==> config.mk <==
export PLATFORM = sky130hd
export DESIGN_NAME = uart_rx_axis_fifo
export DESIGN_NICKNAME = d
export VERILOG_FILES = /design/src/rtl/uart_rx_axis_fifo.sv
export SDC_FILE = /design/constraint.sdc
export NUM_CORES = 1
export LEC_CHECK = 0
export ABC_AREA = 1
export CAP_MARGIN = 20
export CORE_MARGIN = 4
export CORE_UTILIZATION = 55
export CTS_CLUSTER_DIAMETER = 100
export DETAILED_ROUTE_END_ITERATION = 6
export PLACE_DENSITY = 0.82
export SETUP_SLACK_MARGIN = 0.5
export SLEW_MARGIN = 0
export SYNTH_ARGS = -nofsm -noshare
export SYNTH_HDL_FRONTEND = slang
export SYNTH_SLANG_ARGS = --single-unit
==> constraint.sdc <==
create_clock -name clk -period 2 [get_ports clk]
set_input_delay 0.3 -clock clk [delete_from_list [all_inputs] [get_ports clk]]
set_output_delay 0.3 -clock clk [all_outputs]
set_load 0.05 [all_outputs]
==> src/rtl/uart_rx_axis_fifo.sv <==
// 8N1 UART receiver feeding a first-word-fall-through FIFO exposed as an AXI-Stream master.
// A one-byte staging register holds the newest byte so tlast can be attached on line-idle timeout.
module uart_rx_axis_fifo #(
  parameter int unsigned CLK_FREQ  = 100000000,
  parameter int unsigned BAUD      = 115200,
  parameter int unsigned DATA_BITS = 8,
  parameter int unsigned DEPTH     = 8,
  parameter int unsigned IDLE_BITS = 20
) (
  input  logic                     clk,
  input  logic                     rst,
  input  logic                     rx,
  output logic [DATA_BITS-1:0]     m_axis_data,
  output logic                     m_axis_valid,
  input  logic                     m_axis_ready,
  output logic                     m_axis_last,
  output logic                     frame_err,
  output logic                     overflow,
  output logic [$clog2(DEPTH):0]   fifo_count
);

  localparam int unsigned CLKS_PER_BIT = CLK_FREQ / BAUD;
  localparam int unsigned HALF_BIT     = CLKS_PER_BIT / 2;
  localparam int unsigned IDLE_CLKS    = IDLE_BITS * CLKS_PER_BIT;
  localparam int unsigned CW           = $clog2(CLKS_PER_BIT + 1);
  localparam int unsigned BW           = $clog2(DATA_BITS + 1);
  localparam int unsigned IW           = $clog2(IDLE_CLKS + 1);
  localparam int unsigned AW           = $clog2(DEPTH);
  localparam int unsigned NW           = AW + 1;

  typedef enum logic [1:0] {StIdle, StStart, StData, StStop} state_e;

  // Synchroniser; prime_q marks when rx_sync_q reflects the real pin rather than its preset.
  logic       rx_meta_q, rx_sync_q;
  logic [1:0] prime_q;

  always_ff @(posedge clk or negedge rst) begin
    if (!rst) begin
      rx_meta_q <= 1'b1;
      rx_sync_q <= 1'b1;
      prime_q   <= 2'b00;
    end else begin
      rx_meta_q <= rx;
      rx_sync_q <= rx_meta_q;
      prime_q   <= {prime_q[0], 1'b1};
    end
  end

  state_e               state_q;
  logic [CW-1:0]        cnt_q;
  logic [BW-1:0]        bit_q;
  logic [DATA_BITS-1:0] shift_q;
  logic                 armed_q;
  logic                 byte_valid_q;
  logic                 frame_err_q;
  logic                 start_edge;

  assign start_edge = (state_q == StIdle) && armed_q && !rx_sync_q;

  always_ff @(posedge clk or negedge rst) begin
    if (!rst) begin
      state_q      <= StIdle;
      cnt_q        <= '0;
      bit_q        <= '0;
      shift_q      <= '0;
      armed_q      <= 1'b0;
      byte_valid_q <= 1'b0;
      frame_err_q  <= 1'b0;
    end else begin
      byte_valid_q <= 1'b0;
      frame_err_q  <= 1'b0;
      unique case (state_q)
        StIdle: begin
          if (start_edge) begin
            state_q <= StStart;
            cnt_q   <= '0;
            armed_q <= 1'b0;
          end else if (prime_q[1] && rx_sync_q) begin
            armed_q <= 1'b1;
          end
        end
        StStart: begin
          if (cnt_q == CW'(HALF_BIT - 1)) begin
            cnt_q   <= '0;
            bit_q   <= '0;
            state_q <= rx_sync_q ? StIdle : StData;
          end else begin
            cnt_q <= cnt_q + 1'b1;
          end
        end
        StData: begin
          if (cnt_q == CW'(CLKS_PER_BIT - 1)) begin
            cnt_q   <= '0;
            shift_q <= DATA_BITS'({rx_sync_q, shift_q} >> 1);
            if (bit_q == BW'(DATA_BITS - 1)) state_q <= StStop;
            else                             bit_q   <= bit_q + 1'b1;
          end else begin
            cnt_q <= cnt_q + 1'b1;
          end
        end
        StStop: begin
          if (cnt_q == CW'(CLKS_PER_BIT - 1)) begin
            cnt_q   <= '0;
            state_q <= StIdle;
            if (rx_sync_q) byte_valid_q <= 1'b1;
            else           frame_err_q  <= 1'b1;
          end else begin
            cnt_q <= cnt_q + 1'b1;
          end
        end
        default: state_q <= StIdle;
      endcase
    end
  end

  // Staging register: the newest byte waits here until either another byte
  // arrives (pushed with last=0) or the line stays idle long enough (last=1).
  logic                 stage_full_q;
  logic [DATA_BITS-1:0] stage_q;
  logic [IW-1:0]        idle_cnt_q;
  logic                 idle_run, idle_hit;
  logic                 push, push_last;

  assign idle_run = (state_q == StIdle) && stage_full_q && !start_edge;
  assign idle_hit = idle_run && (idle_cnt_q == IW'(IDLE_CLKS - 1));

  always_comb begin
    push      = 1'b0;
    push_last = 1'b0;
    if (byte_valid_q) begin
      push = stage_full_q;
    end else if (idle_hit) begin
      push      = 1'b1;
      push_last = 1'b1;
    end
  end

  always_ff @(posedge clk or negedge rst) begin
    if (!rst) begin
      stage_full_q <= 1'b0;
      stage_q      <= '0;
      idle_cnt_q   <= '0;
    end else if (byte_valid_q) begin
      stage_q      <= shift_q;
      stage_full_q <= 1'b1;
      idle_cnt_q   <= '0;
    end else if (idle_hit) begin
      stage_full_q <= 1'b0;
      idle_cnt_q   <= '0;
    end else if (idle_run) begin
      idle_cnt_q <= idle_cnt_q + 1'b1;
    end else begin
      idle_cnt_q <= '0;
    end
  end

  logic [DATA_BITS:0] mem_q [DEPTH];
  logic [AW-1:0]      wr_ptr_q, rd_ptr_q;
  logic [NW-1:0]      count_q, count_d;
  logic               overflow_q;
  logic               pop, push_ok, full;

  assign full    = (count_q == NW'(DEPTH));
  assign pop     = m_axis_valid && m_axis_ready;
  // A pop in the same cycle frees the slot, so a push into a full FIFO still lands.
  assign push_ok = push && (!full || pop);

  always_comb begin
    count_d = count_q;
    unique case ({push_ok, pop})
      2'b10:   count_d = count_q + 1'b1;
      2'b01:   count_d = count_q - 1'b1;
      default: count_d = count_q;
    endcase
  end

  always_ff @(posedge clk or negedge rst) begin
    if (!rst) begin
      for (int i = 0; i < int'(DEPTH); i++) mem_q[i] <= '0;
      wr_ptr_q   <= '0;
      rd_ptr_q   <= '0;
      count_q    <= '0;
      overflow_q <= 1'b0;
    end else begin
      overflow_q <= push && !push_ok;
      count_q    <= count_d;
      if (push_ok) begin
        mem_q[wr_ptr_q] <= {push_last, stage_q};
        wr_ptr_q        <= wr_ptr_q + 1'b1;
      end
      if (pop) rd_ptr_q <= rd_ptr_q + 1'b1;
    end
  end

  assign m_axis_valid = (count_q != '0);
  assign m_axis_data  = mem_q[rd_ptr_q][DATA_BITS-1:0];
  assign m_axis_last  = mem_q[rd_ptr_q][DATA_BITS];
  assign frame_err    = frame_err_q;
  assign overflow     = overflow_q;
  assign fifo_count   = count_q;

endmodule
# After elaboration in Yosys (flattened, before gate mapping)
# Index checks and enable logic that the tools add are counted.
dict set report word_totals {
  register_bits 138
}
dict set report op_classes {
  bitwise_logic 2
  muxes 38
  n_reduce_logical 26
  eq_ne 16
  addsub 7
  order_cmp 3
}
# cell count
set ops {}
lappend ops {{$bwmux 72} 1}
lappend ops {{$mux 15} 3}
lappend ops {{$mux 10} 3}
lappend ops {{$pmux 10 s3} 1}
lappend ops {{$bmux 9 s3} 1}
lappend ops {{$demux 9 s3} 1}
lappend ops {{$mux 9} 3}
lappend ops {{$pmux 4 s2} 2}
lappend ops {{$add 15x1->15 const B} 1}
lappend ops {{$eq 15x15->1 const B} 1}
lappend ops {{$mux 1} 13}
lappend ops {{$mux 2} 6}
lappend ops {{$mux 4} 3}
lappend ops {{$ne 2x2->1 const B} 6}
lappend ops {{$add 10x1->10 const B} 1}
lappend ops {{$eq 10x10->1 const B} 1}
lappend ops {{$eq 10x9->1 const B} 1}
lappend ops {{$logic_and 1x1->1} 10}
lappend ops {{$add 4x1->4 const B} 2}
lappend ops {{$ge 4x4->1 const B} 2}
lappend ops {{$not 3->4} 2}
lappend ops {{$pmux 2 s4} 1}
lappend ops {{$reduce_bool 2->1} 4}
lappend ops {{$add 3x1->3 const B} 2}
lappend ops {{14 further kinds} 21}

# Logic depth before layout (Yosys ltp)
dict set report depth {
  word_depth 11
  depth_mapped 18
  depth_no_buf 18
}

# Worst setup path before layout
# OpenSTA, ideal clock, no wires.
dict set report synth_timing {
  path_kind {register to register}
  startpoint {register count_q[0], in the netlist fifo_count[0]}
  endpoint {register count_q[3], in the netlist fifo_count[3]}
  arrival_ps 2321
  setup_ps 113
  path_stages_with_launch 14
  synth_period_minus_slack_ps 2434
  path_slack_ps -434
  required_time_ps 1887
  cell_sequence {dfrtp_1 > nor2_2 > nand3_2 > nand4_1 > inv_1 > ha_1 > nand2_1 > nand2_1 > a31oi_1 > inv_1 > nand2_1 > nand3_1 > nand2_1 > inv_1}
}
dict set report synth_via {
  elab_chain_len 6
  elab_cells_between_ends 12
}
# item line
set synth_rtl {}
lappend synth_rtl {{start: declaration} 159} ;# logic [NW-1:0] count_q, count_d;
lappend synth_rtl {{start signal: assignment} 186} ;# count_q <= count_d;
lappend synth_rtl {{$reduce_bool 4->1 *} 195} ;# assign m_axis_valid = (count_q != '0);
lappend synth_rtl {{named net m_axis_valid} 14} ;# output logic m_axis_valid,
lappend synth_rtl {{$logic_and 1x1->1 *} 164} ;# assign pop = m_axis_valid && m_axis_ready;
lappend synth_rtl {{$logic_or 1x1->1} 166} ;# assign push_ok = push && (!full || pop);
lappend synth_rtl {{$logic_and 1x1->1} 166}
lappend synth_rtl {{$eq 2x1->1 or $eq 2x2->1 (tied branches)} 170} ;# unique case ({push_ok, pop})
lappend synth_rtl {{$pmux 4 s2 or $reduce_bool 2->1 (tied branches)} --}
# Mark *: on every way through the listed nets, which the timed path passes. The rest lies on a longest branch.
# A chain may end at the register's enable or synchronous reset.

# Worst setup path in the final report
dict set report layout_timing {
  startpoint {register rd_ptr_q[0]}
  endpoint {output port m_axis_data[5]}
}
dict set report layout_via {
  elab_chain_len 4
}
# item line
set layout_rtl {}
lappend layout_rtl {{start: declaration} 158} ;# logic [AW-1:0] wr_ptr_q, rd_ptr_q;
lappend layout_rtl {{start signal: assignment} 191} ;# if (pop) rd_ptr_q <= rd_ptr_q + 1'b1;
lappend layout_rtl {{$not 3->4 (not written as such)} 196} ;# assign m_axis_data = mem_q[rd_ptr_q][DATA_BITS-1:0];
lappend layout_rtl {{$bmux 9 s3} 196}
lappend layout_rtl {{$mux 9 (2 in a row)} --}
lappend layout_rtl {{end: declaration} 13} ;# output logic [DATA_BITS-1:0] m_axis_data,
# Every way passes these cells. The select of a mux whose other input is x is not followed.

==> results.md <==
Outcome:
- The run finished, with violations left.
- The final reports fail on design-rule violations, max-capacitance violations, max-slew violations, negative setup slack.

Worst hold path:
- The worst hold path belongs to the class in2reg.

Timing:
- The max-slew violation count is 8.
- The final critical-path required period is 2.820 ns.
- In this run the tightest slew margin relative to its limit is -0.1106.
- Setup violations remaining at the end of the flow were counted as 90.
- The final clock skew is 0.01875 ns.
- Setup repair after global routing could not meet its margin everywhere.
- The number of hold-slack violations in the final timing report came to 0.
- The worst-case hold slack is 0.2830 ns.
- Of the available clock period, the critical path in the final layout requires 1.410.
- The highest clock rate is 0.3547 GHz.
- Once routing completed, OpenROAD measured the worst setup slack at -0.8196 ns.
- The actual transition at the worst max-transition pin is 1.660 ns.

Die:
- 20 I/O pins were placed.
- The die area is 13570 µm².
- In this run the vertical extent of the chip is 116.5 µm.
- The chip width is 116.5 µm.
- The area of the core region is 11470 µm².
- The row count is 39.
- The initial standard-cell utilization of the core is 0.5648.

Synthesis:
- The most used flip-flop cell after synthesis is sky130_fd_sc_hd__dfrtp_1.
- The summed instance area of the synthesized netlist is 6476 µm².
- Counting every net in the synthesized netlist gives 745.
- The Yosys step of the flow raised 0 warnings.
- The part of the Yosys area used for sequential elements is 0.5336.
- The commonest cells after synthesis are sky130_fd_sc_hd__nand2_1, sky130_fd_sc_hd__dfrtp_1, sky130_fd_sc_hd__nor2_1.
- In the post-synthesis netlist, the cell with the most instances is sky130_fd_sc_hd__nand2_1.
- The post-synthesis cell type with the largest combined area is sky130_fd_sc_hd__dfrtp_1.
- Of the post-synthesis cell area, the dominant cell type holds 0.5255.
- Yosys mapped a number of flops with a built-in enable equal to 0.
- The proportion of register bits with asynchronous set or reset after synthesis is 1.000.
- The netlist uses 37 different library cells.
- By area the synthesized netlist is led by sky130_fd_sc_hd__dfrtp_1, sky130_fd_sc_hd__nand2_1, sky130_fd_sc_hd__nor2_1.
- The number of flip-flops and latches in the synthesized netlist is 138.
- The average instance in the mapped netlist occupies 8.847 µm².
- The synthesized instance count is 732.

Detailed routing:
- The sum of met2 wire segment lengths after detailed routing is 15270 µm.
- The overall via count from detail_route is 7587.
- Before antenna repair, the detailed router went through 7 iterations.
- In this run the top signal layer used is met5.
- The length of routed met3 wiring is 5445 µm.
- The detailed router put a total of 11150 µm of wire on met1.
- The detail-routed via count per cell is 7.431.
- The number of design rule violations left after detail routing is 15.
- The wire length per cell is 35.73 µm.
- The count of nets left with antenna violations after detail routing is 0.
- The total wire length after detailed routing is 36480 µm.
- In this run, the number of DRC markers left after iteration 0 of detailed routing was 1330.

Pwr:
- IR analysis of the VDD net gives a maximum drop of 1.763 mV.
- Power spread over the standard cell area amounts to 1289 nW/µm².
- The leakage power of the design is 4.257 nW.
- The post-route total power is 13.66 mW.

Global route:
- Entering global routing, the biggest net connects 45 pins.
- The via count of the first global-routing pass is 6811.
- Global routing finished with a remaining overflow of 0.
- The initial antenna violation count came to 6.
- In the global route stage, overall resource usage came out at 0.3671.
- The first global-routing pass estimated 36980 µm of wire.

Worst setup path:
- The setup path with the least slack is of type reg2out.
- The critical path endpoint category is a primary output.
- The worst reg-to-reg setup slack is -0.62 ns.
- Of all nets on the critical path, the largest fanout is 7.
- The data arrival time of the critical path is 2.52 ns.
- The required time at the endpoint of the critical path is 1.70 ns.
- The type of element launching the critical path is a flop.

Layout:
- The fraction of final layout cells with drive strength greater than 1 is 0.6051.
- The layout has 292 filler cells.
- The net count reported at finish is 872.
- Once layout is done, the placed cells without fillers occupy 10600 µm².
- The finished layout holds 1021 standard cells, fillers aside.
- The area overhead of the layout relative to synthesis is 63.64%.
- The area used by multi-input combinational logic is 4761 µm².
- The area occupied by registers is 3468 µm².

Placed design:
- The HPWL reported at the end of detailed placement is 9592 µm.
- After detailed placement, the total cell area comes to 7091 µm².
- The last weighted congestion value of the routability-driven placer is 0.8291.
- Port buffering added 19 buffers.
- The number of placed instances, taps included is 893.

CTS:
- The clock passes through at most 2 buffers.
- TritonCTS created 17 clock buffers.
- The clock transition at the registers of the reported paths is 0.07 ns.
- TritonCTS built the clock tree.
- The clock root buffer master is sky130_fd_sc_hd__clkbuf_16.
- The total number of clock tree sinks is 138.
- The number of H-tree branching levels is 4.
- For the worst-skew pair, the clock arrives at the later sink with an insertion delay of 0.45 ns.

Flow run:
- The count of max-cap constraint violations is 2.
-- worst max-delay path: stages (launching register included) --
cell and delay, ns:
sky130_fd_sc_hd__dfrtp_2 0.48, sky130_fd_sc_hd__buf_6 0.18, sky130_fd_sc_hd__o21ai_1 0.64, sky130_fd_sc_hd__o22ai_2 0.27
sky130_fd_sc_hd__nor2_2 0.26, sky130_fd_sc_hd__a31oi_4 0.06, sky130_fd_sc_hd__buf_6 0.17
-- report_power, final --
| part | switching, mW | internal [mW] | total [mW] | leakage [nW] |
|---|---|---|---|---|
| logic | 4.55 | 2.56 | 7.11 | 2.10 |
| registers | 0.240 | 2.96 | 3.20 | 1.86 |
| clock network | 1.34 | 2.02 | 3.36 | 0.291 |
| total | 6.13 | 7.53 | 13.7 | 4.26 |
-- metrics by stage --
stage / util / worst slack [ns] / setup TNS [ns]
floorplan: - / -0.04561 / -0.04561
detailed placement: 0.6183 / -0.1415 / -0.1415
global route: 0.9242 / -0.7503 / -36.57
global placement: 0.6183 / 0.04046 / 0
CTS: 0.7879 / -0.1031 / -3.339
finish: 0.9242 / -0.8196 / -31.42
-- layer usage --
layer	vias to the layer above	GRT usage
li1	2715	-
met1	3572	0.3706
met2	876	0.5984
met3	416	0.1503
met4	8	0.2908
met5	-	0
-- flip-flops by register name, summed over array words and instances, names as in the netlist, 2 cells and up, named ones only --
name,count
wr_ptr_q,3
cnt_q,10
fifo_count,4
prime_q,2
mem_q,72
bit_q,4
shift_q,8
stage_q,8
idle_cnt_q,15
rd_ptr_q,3
-- final cells by class --
class                   count  share of cell area
well taps                 143             0.01688
repair inverters            4            0.004959
repair buffers            109              0.1208
clock inverters             8             0.01122
diodes                      7            0.001653
inverters                  56             0.02385
flip-flops and latches    138              0.3273
multi-input cells         533              0.4492
clock buffers              23             0.04416
-- worst paths after layout --
path | from | endpoint | cells after the start
worst min-delay path | rx | rx_meta_q$_DFF_PN1_ | 1
max in group asynchronous | rst | bit_q[1]$_DFFE_PN0P_ | 3
min in group asynchronous | rst | mem_q[28]$_DFFE_PN0P_ | 2
worst max-delay path | rd_ptr_q[0]$_DFFE_PN0P_ | m_axis_data[5] | 6
worst min register to register | prime_q[0]$_DFF_PN0_ | prime_q[1]$_DFF_PN0_ | 0
worst max register to register | idle_cnt_q[5]$_DFF_PN0_ | mem_q[14]$_DFFE_PN0P_ | 14
-- timing repair --
action / 4_1_cts / 5_1_grt
gates resized for setup: 266 / 318
endpoints found under the hold margin: 40 / 0
hold buffers: 1 / 0
gates cloned: 24 / 5
pin swaps: 61 / 78
setup endpoints to repair: 132 / 129
setup buffers: 34 / 24
-- kinds of logic (layout without fill, tap and decap cells) --
logic type / count (synthesis) / in the layout / synth area share
muxes: 7 / 7 / 0.01217
adders and majority gates: 9 / 9 / 0.01855
DFF: 138 / 138 / 0.5336
AOI/OAI and AO/OA: 169 / 169 / 0.1405
xor gates and xnor gates: 14 / 14 / 0.01893
other: 1 / 8 / 0.0005790
buffers and inverters: 80 / 200 / 0.05815
and+or+nand+nor: 314 / 333 / 0.2175
-- cell usage in the layout, fill, tap and decap left out, drive strengths merged --
cell / synthesis / final
a31oi: 11 / 11
xnor2: 2 / 2
clkbuf: 12 / 24
o22ai: 12 / 12
clkdlybuf4s15: 0 / 2
o21ai: 127 / 127
o21a: 2 / 2
clkdlybuf4s50: 0 / 2
xor2: 12 / 12
a21oi: 14 / 14
buf: 12 / 103
nor3b: 2 / 2
clkinv: 2 / 9
dfstp: 2 / 2
nand3: 26 / 26
conb: 1 / 1
dlygate4sd3: 0 / 1
nand4: 4 / 4
diode: 0 / 7
dfrtp: 136 / 136
nor3: 9 / 9
bufinv: 0 / 3
ha: 8 / 8
mux2: 7 / 7
o31ai: 3 / 3
nand2: 159 / 178
fa: 1 / 1
inv: 54 / 56
nor2: 114 / 114
Power figures use the tool's default switching activity.
==> RTL change: new RTL, config.mk and constraints unchanged <==
Re-encode `state_e` (4 states) as Gray code, 2 bits wide.
--- a/src/rtl/uart_rx_axis_fifo.sv
+++ b/src/rtl/uart_rx_axis_fifo.sv
@@ -29,5 +29,5 @@
   localparam int unsigned NW           = AW + 1;
 
-  typedef enum logic [1:0] {StIdle, StStart, StData, StStop} state_e;
+  typedef enum logic [1:0] {StIdle = 2'b00, StStart = 2'b01, StData = 2'b11, StStop = 2'b10} state_e;
 
   // Synchroniser; prime_q marks when rx_sync_q reflects the real pin rather than its preset.
Function: same outputs for any inputs over 10 cycles, from zero or initial values and one cycle with rst low; not proved beyond that.
==> RTL change against the unedited design <==
  * The run ends with design-rule violations, negative setup slack left
  * Synthesized cell count increased by 0.27%
  * Highest routed layer unchanged
  * Sequential cell count unchanged
  * Design area decreased by 1.7%
  * Sequential power increased by 2%
  * Total power decreased by 4.1%
  * Largest cell class unchanged
  * Sequential share of layout area increased by 0.57 points
  * Routed wire length decreased by 4.8%
  * Critical endpoint is now m_axis_data[3]
  * Worst hold slack got worse by 0.020 ns
  * Worst setup slack got worse by 0.18 ns
  * Synthesized area increased by 0.95%
  * Die area increased by 0.89%
==> RTL change: results (changes against the unedited design) <==
[power]
ir_worst_vdd_uv=829  ; was 1760 uV
intPower_w=0.00727  ; was 0.00753 W

[final_layout]
seqCellArea_sq_mm=0.00347  ; about the same
area_growth_pct=59.4  ; was 63.6%
nNonClkInverters=63  ; was 60
multi_input_logic_portion_of_the_cell_area_pct=43.5  ; was 44.9%
comb_multi_in=535  ; was 533
nFillCells=351  ; was 292
clock_buffer_count=24  ; was 23

[logic_synthesis]
synth_area_in_xor_xnor_pct=1.74  ; was 1.89%
syn-mean-instance-area_sq_um=8.91  ; was 8.85 sq um
fraction_of_the_mapped_netlist_area_in_compound_gates_pct=14.6  ; was 14.0%
yosys.area_share.adder_pct=1.84  ; was 1.85%

[status]
failed_checks=design-rule violations, negative setup slack  ; was design-rule violations, max-capacitance violations, max-slew violations, negative setup slack
run_status=finished, violations left  ; unchanged

[global_routing]
grt_start_max_net_pins=44  ; was 45
globalRouteMet2Util_pct=58.2  ; was 59.8%
grt_use_total_pct=37.3  ; was 36.7%
antenna_found_initial=4  ; was 6

[sta]
worst_slack_ns=-1.00  ; was -0.820 ns
hold_slack_ns=0.263  ; was 0.283 ns
final-setup-viol-count=101  ; was 90
timing.clock.skew_ns=0.0143  ; was 0.0187 ns

[setup_path]
reg2regPathDepth=18  ; was 14
critical_path_peak_fanout=9  ; was 7

[placement]
postPlaceCellArea_sq_mm=0.00718  ; was 0.00709 sq mm
gp_congestion=0.848  ; was 0.829

[routing]
detail_route.drc_violations=56  ; was 15
route.met2.wl_um=14400  ; was 15300 um

==> RTL change: worst max-delay path by stage <==
stage | from | endpoint | slack [ns] | cells past startpoint
after global placement | state_q[0]$_DFFE_PN0P_ | fifo_count[3]$_DFFE_PN0P_ | 0.03 | 17
after global routing | rd_ptr_q[0]$_DFFE_PN0P_ | m_axis_data[3] | -0.80 | 7
after detailed placement | state_q[0]$_DFFE_PN0P_ | fifo_count[3]$_DFFE_PN0P_ | -0.06 | 17
after floorplan | idle_cnt_q[0]$_DFF_PN0_ | fifo_count[3]$_DFFE_PN0P_ | -0.05 | 17
final | rd_ptr_q[0]$_DFFE_PN0P_ | m_axis_data[3] | -1.00 | 7
after CTS | rd_ptr_q[0]$_DFFE_PN0P_ | m_axis_data[7] | -0.16 | 7
==> RTL change: timing repair <==
action                                  4_1_cts  5_1_grt
buffers inserted                             26       33
endpoints found under the setup margin      133      130
hold buffers                                  1        0
gates resized for setup                     231      256
endpoints found under the hold margin        40        0
pin swaps                                    47       93
cloned                                       29        5
